File: src/rtl/calc_display_pkg.sv
// Shared display types for the calculator's 7-segment driver and its capture monitor.
// Segment constants are active-low, bit order {g,f,e,d,c,b,a}.
package calc_display_pkg;

  typedef logic [3:0] bcd_t;

  localparam int NUM_DIGITS = 4;

  typedef bcd_t [NUM_DIGITS-1:0] frame_t;

  localparam logic [6:0] SEG_0     = 7'b1000000;
  localparam logic [6:0] SEG_1     = 7'b1111001;
  localparam logic [6:0] SEG_2     = 7'b0100100;
  localparam logic [6:0] SEG_3     = 7'b0110000;
  localparam logic [6:0] SEG_4     = 7'b0011001;
  localparam logic [6:0] SEG_5     = 7'b0010010;
  localparam logic [6:0] SEG_6     = 7'b0000010;
  localparam logic [6:0] SEG_7     = 7'b1111000;
  localparam logic [6:0] SEG_8     = 7'b0000000;
  localparam logic [6:0] SEG_9     = 7'b0010000;
  localparam logic [6:0] SEG_BLANK = 7'b1111111;

  typedef enum logic {
    COLLECT,
    CONVERT
  } cap_state_t;

endpackage

File: src/rtl/seg_decode.sv
// Combinational active-low segment pattern to BCD decoder.
// A blank digit reads as 0; anything that is not 0-9 or blank clears o_valid.
module seg_decode
  import calc_display_pkg::*;
(
  input  logic [6:0] i_seg,
  output bcd_t       o_digit,
  output logic       o_valid
);

  always_comb begin
    // NOTE: defaults first so every path assigns both outputs and no latch is inferred.
    o_digit = '0;
    o_valid = 1'b1;
    case (i_seg)
      SEG_0, SEG_BLANK: o_digit = 4'd0;
      SEG_1:            o_digit = 4'd1;
      SEG_2:            o_digit = 4'd2;
      SEG_3:            o_digit = 4'd3;
      SEG_4:            o_digit = 4'd4;
      SEG_5:            o_digit = 4'd5;
      SEG_6:            o_digit = 4'd6;
      SEG_7:            o_digit = 4'd7;
      SEG_8:            o_digit = 4'd8;
      SEG_9:            o_digit = 4'd9;
      default:          o_valid = 1'b0;
    endcase
  end

endmodule

File: src/rtl/display_capture.sv
// Receive-side monitor for the multiplexed 7-segment display: samples settled digits,
// requires STABLE_SCANS identical frames, then converts the BCD frame to binary.
module display_capture
  import calc_display_pkg::*;
#(
  parameter int SETTLE_CYCLES = 16,
  parameter int STABLE_SCANS  = 2
) (
  input  logic                  clk,
  input  logic                  reset,
  input  logic [NUM_DIGITS-1:0] digit_select,
  input  logic [6:0]            led_select,
  output logic [13:0]           number,
  output logic                  number_valid,
  output logic                  decode_error
);

  localparam int CW = $clog2(SETTLE_CYCLES);
  localparam int MW = $clog2(STABLE_SCANS + 1);
  localparam int IW = $clog2(NUM_DIGITS);
  localparam logic [CW-1:0] SAMPLE_AT = CW'(SETTLE_CYCLES - 2);
  localparam logic [CW-1:0] SETTLED   = CW'(SETTLE_CYCLES - 1);
  localparam logic [MW-1:0] MATCH_MAX = MW'(STABLE_SCANS);

  logic [NUM_DIGITS-1:0] r_dig, r_dig_q;
  logic [6:0]            r_seg, r_seg_q;
  logic [CW-1:0]         r_settle;
  frame_t                r_slots, r_prev, r_snap;
  logic [NUM_DIGITS-1:0] r_seen;
  logic [MW-1:0]         r_match;
  cap_state_t            r_state;
  logic [IW-1:0]         r_idx;
  logic [13:0]           r_acc;
  logic                  r_load;

  logic          w_change, w_one_hot, w_sample, w_seg_ok;
  logic          w_complete, w_same, w_trigger;
  bcd_t          w_digit;
  logic [IW-1:0] w_idx;
  logic [MW-1:0] w_match_next;

  seg_decode u_seg_decode (
    .i_seg   (r_seg),
    .o_digit (w_digit),
    .o_valid (w_seg_ok)
  );

  assign w_change  = (r_dig != r_dig_q) || (r_seg != r_seg_q);
  assign w_one_hot = ($countones(~r_dig) == 1);
  assign w_sample  = !w_change && w_one_hot && (r_settle == SAMPLE_AT);

  always_comb begin
    w_idx = '0;
    for (int i = 0; i < NUM_DIGITS; i++) begin
      if (!r_dig[i]) w_idx = IW'(i);
    end
  end

  assign w_complete   = (r_seen == '1);
  assign w_same       = (r_slots == r_prev);
  assign w_match_next = w_same ? ((r_match == MATCH_MAX) ? r_match : r_match + 1'b1)
                               : MW'(1);
  // A differing frame re-triggers when one scan is enough to count as stable.
  assign w_trigger    = w_complete && (w_match_next == MATCH_MAX) &&
                        ((r_match != MATCH_MAX) || !w_same);

  always_ff @(posedge clk) begin
    if (reset) begin
      r_dig        <= '1;
      r_dig_q      <= '1;
      r_seg        <= '1;
      r_seg_q      <= '1;
      r_settle     <= '0;
      r_slots      <= '0;
      r_prev       <= '0;
      r_seen       <= '0;
      r_match      <= '0;
      decode_error <= 1'b0;
    end else begin
      r_dig        <= digit_select;
      r_dig_q      <= r_dig;
      r_seg        <= led_select;
      r_seg_q      <= r_seg;
      decode_error <= 1'b0;

      if (w_change)                             r_settle <= '0;
      else if (w_one_hot && r_settle != SETTLED) r_settle <= r_settle + 1'b1;

      if (w_complete) begin
        r_match <= w_match_next;
        r_prev  <= r_slots;
        r_seen  <= '0;
      end

      // NOTE: the last non-blocking assignment to a register in a block wins.
      if (w_sample) begin
        if (w_seg_ok) begin
          r_slots[w_idx] <= w_digit;
          r_seen[w_idx]  <= 1'b1;
        end else begin
          decode_error <= 1'b1;
          r_seen       <= '0;
          r_match      <= '0;
        end
      end
    end
  end

  always_ff @(posedge clk) begin
    if (reset) begin
      r_state      <= COLLECT;
      r_snap       <= '0;
      r_acc        <= '0;
      r_idx        <= '0;
      r_load       <= 1'b0;
      number       <= '0;
      number_valid <= 1'b0;
    end else begin
      number_valid <= 1'b0;
      r_load       <= 1'b0;
      if (r_load) begin
        number       <= r_acc;
        number_valid <= 1'b1;
      end
      case (r_state)
        COLLECT: begin
          if (w_trigger) begin
            r_snap  <= r_slots;
            r_acc   <= '0;
            r_idx   <= IW'(NUM_DIGITS - 1);
            r_state <= CONVERT;
          end
        end
        CONVERT: begin
          // Most significant digit first: acc = acc*10 + d.
          r_acc <= (r_acc << 3) + (r_acc << 1) + 14'(r_snap[r_idx]);
          r_idx <= r_idx - 1'b1;
          if (r_idx == '0) begin
            r_state <= COLLECT;
            r_load  <= 1'b1;
          end
        end
        default: r_state <= COLLECT;
      endcase
    end
  end

endmodule
File: config.mk
export PLATFORM = sky130hd
export DESIGN_NAME = display_capture
export DESIGN_NICKNAME = d
export VERILOG_FILES = /design/src/rtl/calc_display_pkg.sv /design/src/rtl/seg_decode.sv /design/src/rtl/display_capture.sv
export SDC_FILE = /design/constraint.sdc
export NUM_CORES = 1
export LEC_CHECK = 0
export CORE_MARGIN = 1.5
export CORE_UTILIZATION = 42
export CTS_CLUSTER_DIAMETER = 150
export DETAILED_ROUTE_END_ITERATION = 16
export PLACE_DENSITY_LB_ADDON = 0.1
export REMOVE_ABC_BUFFERS = 1
export SYNTH_ARGS = -nofsm -noshare
export SYNTH_HDL_FRONTEND = slang
export SYNTH_SLANG_ARGS = --single-unit
File: constraint.sdc
create_clock -name clk -period 4.3 [get_ports clk]
set_clock_uncertainty 0.05 [all_clocks]
set_input_delay 0.86 -clock clk [delete_from_list [all_inputs] [get_ports clk]]
set_output_delay 0.86 -clock clk [all_outputs]
set_load 0.01 [all_outputs]
==> results of run 1 <==
## per-layer routing
layer	wire length (um)	vias to the layer above	share of wire [%]	global-route usage [%]
met3	345	16	3.0	4.99
li1	-	2075	-	-
met4	159	0	1.4	6.71
met5	0	-	0	0
met1	5360	1900	47	20.9
met2	5520	54	48	29.0
## layout make-up
cell class                      count  area share (%)
Clock buffer                       25            7.41
Tap cell                          172            3.36
Clock inverter                      6            1.25
Multi-Input combinational cell    415            46.8
Inverter                           14           0.819
Timing Repair Buffer               32            4.76
Sequential cell                   114            35.6
## synthesized netlist by cell type (3+ instances only)
master	number
nor3b_1	3
nor3_1	7
buf_2	10
ha_1	29
mux4_2	4
a22o_1	10
o211ai_1	3
nand2_1	40
or2_2	26
nor2_1	31
fa_1	3
and2_1	5
o21ai_0	25
nand3b_1	5
xnor2_1	8
a311oi_1	3
nand2b_1	19
a21o_1	5
and4_1	3
inv_1	14
mux2i_1	30
o21a_1	6
dfxtp_1	114
nand4_1	4
buf_6	3
nand3_1	25
a211oi_1	7
a21oi_1	45
xor2_1	29
nor2b_1	4
clkbuf_1	21
## tightest hold or removal path: stages, from the launching register on
cell and delay [ns]:
dfxtp_1 0.31, nand2_1 0.05, a21oi_1 0.05
## worst paths after layout
check / to / slack [ns] / start
min reg2reg: r_prev[9] / 0.42 / r_prev[9]
max reg2reg: r_acc[11] / 1.21 / r_idx[0]
max: r_acc[11] / 1.21 / r_idx[0]
min: r_prev[9] / 0.42 / r_prev[9]
## per-stage QoR
stage | total power, W | hold slack, ns
3_5_place_dp | 0.00118 | 0.409
3_3_place_gp | 0.00118 | 0.405
6_report | 0.00249 | 0.416
2_1_floorplan | 0.00115 | 0.390
4_1_cts | 0.00252 | 0.416
5_1_grt | 0.00258 | 0.429
## cells in the final DEF, fill, tap and decap left out, types with 3 or more instances in the layout
| master | instances |
|---|---|
| a211oi_1 | 7 |
| or2_2 | 26 |
| inv_1 | 14 |
| ha_1 | 29 |
| clkbuf_1 | 6 |
| nand2b_1 | 19 |
| nand3b_1 | 5 |
| nor3b_1 | 3 |
| dfxtp_1 | 114 |
| o21ai_0 | 25 |
| nand4_1 | 4 |
| and2_1 | 5 |
| xor2_1 | 29 |
| o211ai_1 | 3 |
| nand2_1 | 40 |
| clkinv_2 | 4 |
| nor2b_1 | 4 |
| o21a_1 | 6 |
| buf_4 | 4 |
| nor2_1 | 31 |
| a22o_1 | 10 |
| nand3_1 | 25 |
| mux4_2 | 4 |
| a311oi_1 | 3 |
| a21oi_1 | 45 |
| a21o_1 | 5 |
| clkbuf_16 | 17 |
| fa_1 | 3 |
| mux2i_1 | 30 |
| and4_1 | 3 |
| xnor2_1 | 8 |
| nor3_1 | 7 |
| clkdlybuf4s50_1 | 27 |
## cells by family (layout without fill, tap and decap cells)
logic type | after synthesis | after routing | share of synthesized area (%)
AND/OR/NAND/NOR | 188 | 188 | 19.1
AO/OA/AOI/OAI | 124 | 124 | 14.8
flip-flops | 114 | 114 | 41.5
buffers and inverters | 49 | 77 | 3.98
XOR/XNOR | 37 | 37 | 5.89
multiplexers | 34 | 34 | 7.09
adder cells (fa/ha/maj) | 32 | 32 | 7.68
## registers in the layout, indices dropped and copies added, names as in the netlist
signal	count
r_prev	16
r_slots	16
r_snap	16
number	14
r_acc	14
r_seg	7
r_seg_q	7
r_dig	4
r_dig_q	4
r_seen	4
r_settle	4
r_idx	2
r_match	2
decode_error	1
number_valid	1
r_load	1
r_state	1
## where the power goes
group | total (W) | switching, W | internal, W
registers | 0.00108 | 0.0000139 | 0.00107
logic | 0.0000808 | 0.0000429 | 0.0000379
clock network | 0.00132 | 0.000450 | 0.000873
total | 0.00249 | 0.000507 | 0.00198
==> summary.txt, run 1 <==
GRT
  – Grt ovf: 0
  – Vias in the first global route: just under 4000
  – Gr usage total: roughly 17%
  – Pin count of the biggest net entering global routing: 47
  – First-pass GRT wire length: ~19000 um
  – Initial antenna violation count: 0

Timing
  – Pins Over Slew Limit: 0
  – Hold Vio Cnt, Final: 0
  – Tightest Pin Transition: about 0.96 ns
  – F_max: about 0.32 GHz
  – TNS Setup: 0 ns
  – Min cycle time layout: 3.09 ns
  – Final Setup Violations: 0
  – Tcrit/Tclk final: 71.7%
  – Slew HR: a little over a third
  – RSZ-0062 raised after global routing: no
  – Setup ws final: 1.21 ns

Worst setup path
  – Max incr delay on CP: roughly 0.54 ns
  – Critical path peak fanout: 7
  – CP bufs+invs: 2
  – Most frequent cell on the critical path: inv_1
  – Critical path class: reg -> reg
  – Critical path data arrival time: 3.33 ns
  – WP depth: 10
  – R2R depth: 10
  – Largest delay contributor family on the critical path: compound AO/OA/AOI/OAI gates
  – Max stage delay cell, worst path: mux4_2
  – Crit path cell chain: mux4_2 > inv_1 > fa_1 > inv_1 > ha_1 > a211oi_1 > o21a_1 > o21ai_0 > xor2_1 > a22o_1
  – CP required: 4.55 ns
  – CP Launch Type: flop
  – Crit. End Element: flop

Pwr
  – Pwr Density: around 390 mW/mm^2
  – Leak: between 2 and 3 nW
  – VDD IR max: between 0.2 and 0.25 mV

Synthesis
  – Register area share after synthesis: about two fifths
  – FF+latch count, synth: 114
  – Post-Syn Area: roughly 0.0055 mm^2
  – YS warnings: 0
  – Post-synth cell types: 60
  – Number of synthesized flops with an enable pin: 0
  – Mapped Cells: 578
  – Top area cells in the synthesized netlist: dfxtp_1, ha_1, mux2i_1
  – Area leader, netlist: dfxtp_1
  – Syn_area_per_cell: ~9.5 um^2
  – Top FF cell, synth: dfxtp_1
  – Post-synth top area share: 41.5%
  – Ys async rst share: 0%

Floorplan
  – FP Rows: 41
  – Initial Util: between 40% and 50%
  – IO Pins: 29
  – Die span in x: about 120 um
  – Die H: ~120 um
  – Die Area: 0.0138 mm^2
  – Core ar.: around 0.013 mm^2

CTS
  – Clk sinks: between 100 and 150
  – Post_cts resized: 0
  – Clk slew on worst S/H paths: around 0.050 ns
  – Post-CTS setup buffer count: 0
  – CTS max path bufs: 2
  – H-tree levels: 4
  – Hold buffers post-CTS: 0
  – CTS tree: done
  – TritonCTS Buffers: 17
  – Clock Tree Root: clkbuf_16
  – Clock latency on the worst-skew pair: approximately 0.41 ns

Final layout
  – Nets@finish: around 640
  – Post-route cell area: 0.00641 mm^2
  – Multi-input logic area: 0.00300 mm^2
  – Cell Count, Final, Fillers Out: just under 800
  – Post-layout util: just over 50%
  – Share of cells above drive strength 1: ~12%
  – Register area: between 0.002 and 0.0025 mm^2
  – Synth-to-Final Area Change: 16.5%
  – Ant. Diodes: 0
  – Filler cell count: approximately 1200

Drt
  – # DRC: 0
  – Post-Route WL: between 10000 and 15000 um
  – Vias: a little over 4000
  – Routed Antenna Nets: 0
  – WL/cell: about 15 um
  – DR iter-0 viols: ~240
  – DRT Pass-1 Iters: 4
  – Via/cell ratio: 5.20

Place
  – GPL Wtd Cong: roughly 0.8
  – Post-DP HPWL: between 8000 and 9000 um
  – Post-Place Setup Slack: around 1.2 ns
  – Cells after DPL: around 750
  – Count of buffers from port buffering: 28
  – Area post-placement: between 0.005 and 0.006 mm^2

Run
  – Number of max-cap violations: 0

Run status
  – Status: finished clean

Worst hold path
  – Worst hold path depth: 2
  – Hold Path Class: reg -> reg
Note: power is estimated with default switching activity, not from simulation.
==> run 2, diff against run 1 <==
Clock period 4.3 ns to 2.58 ns, I/O delays scaled along.
==> summary.txt, run 2 (synthesis gave the netlist of run 1 again) <==
Run status
  – Status: finished, violations left
  – Failing checks: negative setup slack

Timing
  – Tcrit/Tclk final: 104% (+32 points)
  – Final Setup Violations: 8 (+8)
  – Final hold slack: 0.416 ns (+0.000209 ns)
  – Slew HR: 59.4% (+24 points)
  – Min cycle time layout: 2.69 ns (-0.398 ns)
  – Tightest Pin Transition: 0.602 ns (-0.360 ns)
  – RSZ-0062 raised after global routing: yes
  – Setup ws final: -0.107 ns (-1.32 ns)
  – F_max: 0.372 GHz (+15%)
  – Hold Vio Cnt, Final: 0 (unchanged)
  – Pins Over Slew Limit: 0 (unchanged)

Floorplan
  – Initial Util: 43.3% (unchanged)
  – Die Area: 0.0138 mm^2 (unchanged)
  – Die span in x: 117 um (unchanged)
  – IO Pins: 29 (unchanged)
  – Die H: 117 um (unchanged)
  – Core ar.: 0.0127 mm^2 (unchanged)
  – FP Rows: 41 (unchanged)

GRT
  – Grt ovf: 0 (unchanged)
  – First-pass GRT wire length: 20000 um (+4.8%)
  – Vias in the first global route: 4060 (+4.6%)
  – Initial antenna violation count: 0 (unchanged)
  – Pin count of the biggest net entering global routing: 50 (+6.4%)
  – Gr usage total: 18.1% (+0.81 points)

CTS
  – Clk sinks: 114 (unchanged)
  – Clk slew on worst S/H paths: 0.05 ns (about the same)
  – Clock Tree Root: clkbuf_16
  – CTS max path bufs: 2 (unchanged)
  – CTS tree: done
  – Hold buffers post-CTS: 0 (unchanged)
  – H-tree levels: 4 (unchanged)
  – Clock latency on the worst-skew pair: 0.41 ns (about the same)
  – TritonCTS Buffers: 17 (unchanged)

Final layout
  – Cell Count, Final, Fillers Out: 802 (+3.1%)
  – Ant. Diodes: 0 (unchanged)
  – Most frequent cells in the layout: dfxtp_1, nand2_1, a21oi_1
  – Share of cells above drive strength 1: 19.5% (+7.1 points)
  – Biggest regs: r_prev x16, r_slots x16, r_snap x16
  – Most common cell after layout, fill and taps aside: dfxtp_1
  – Synth-to-Final Area Change: 23.0%
  – Filler cell count: 1212 (-2.5%)
  – Post-route cell area: 0.00677 mm^2 (+5.5%)
  – Nets@finish: 662 (+3.6%)

Drt
  – Via/cell ratio: 5.23 (+0.65%)
  – Post-Route WL: 11800 um (+3.4%)
  – WL/cell: 14.7 um (+0.35%)
  – DR iter-0 viols: 272 (+14%)
  – Vias: 4197 (+3.8%)
  – # DRC: 0 (unchanged)
  – DRT Pass-1 Iters: 6 (+2)
  – Routed Antenna Nets: 0 (unchanged)

Worst setup path
  – Crit. End Element: flop
  – Max incr delay on CP: 0.50 ns (-0.04 ns)
  – Critical path data arrival time: 2.93 ns (-0.40 ns)
  – Max stage delay cell, worst path: mux4_2
  – Reg2reg start: r_idx[0]
  – Critical path peak fanout: 4 (-3)
  – Largest delay contributor family on the critical path: adder cells
  – CP required: 2.83 ns (-1.72 ns)
  – Crit path from: r_idx[0]
  – CP Launch Type: flop
  – Crit path cell chain: mux4_2 > inv_2 > fa_1 > inv_2 > ha_4 > a211oi_2 > buf_4 > o21a_1 > o21ai_1 > xor2_1 > a22o_1
  – Critical path class: reg -> reg
  – Most frequent cell on the critical path: inv_2
  – CP bufs+invs: 3 (+1)

Place
  – GPL Wtd Cong: 0.807 (+3.6%)
  – Count of buffers from port buffering: 28 (unchanged)
  – Post-DP HPWL: 8180 um (+2.0%)
  – Area post-placement: 0.00603 mm^2 (+2.9%)
  – Cells after DPL: 768 (+2.8%)

Pwr
  – Pwr Density: 604 mW/mm^2 (+56%)
  – VDD IR max: 0.393 mV (+62%)
  – Leak: 2.64 nW (+4.1%)

Run
  – Number of max-cap violations: 0 (unchanged)

Worst hold path
  – Hold Crit Start: r_prev[15]
  – Hold Path Class: reg -> reg
==> run 2: final timing paths <==
check	slack (ns)	cells after the start	endpoint
max	-0.11	11	r_acc[11]
min	0.42	2	r_prev[15]
max reg2reg	-0.11	11	r_acc[11]
min reg2reg	0.42	2	r_prev[15]
==> run 2: stage by stage <==
step	worst slack, ns	TNS (ns)	total power, W	utilization (%)
finish	-0.107	-0.464	0.00409	53.2
floorplan	-0.315	-1.86	0.00191	-
CTS	-0.116	-0.532	0.00413	52.8
global route	-0.224	-2.11	0.00425	53.2
detailed placement	-0.339	-6.11	0.00198	47.4
global placement	-0.278	-4.47	0.00198	47.4
==> run 2: report_power, final <==
group	switching [W]	total, W	leakage, nW	internal [W]
clock	0.000762	0.00213	0.266	0.00136
sequential	0.0000192	0.00180	0.924	0.00178
combinational	0.0000870	0.000163	1.45	0.0000760
==> run 2: per-layer routing <==
metal | global-route usage, % | up-vias | part of all wire, %
li1 | - | 2125 | -
met1 | 22.8 | 2015 | 47
met2 | 29.6 | 50 | 49
met3 | 5.14 | 7 | 3.1
met4 | 6.40 | 0 | 0.81
met5 | 0 | - | 0
==> run 2: timing repair <==
item,CTS,global route
gates cloned,0,0
gates resized for setup,32,9
pin swaps,18,4
buffers inserted,2,0
setup endpoints to repair,29,28
==> run 2: final cells by class <==
class / count / area (um^2) / share of cell area [%]
clock buffer: 26 / 479 / 7.08
clock inverter: 6 / 55.1 / 0.813
inverter: 14 / 52.6 / 0.776
multi-input combinational: 415 / 3190 / 47.1
sequential: 114 / 2290 / 33.8
tap: 172 / 215 / 3.18
timing repair buffer: 55 / 494 / 7.30
==> run 2: worst min-delay path, delay by kind of cell, from the launching register on <==
| family | cells | cell delay, ns |
|---|---|---|
| flops | 1 | 0.31 |
| simple gates | 1 | 0.05 |
| compound gates | 1 | 0.05 |
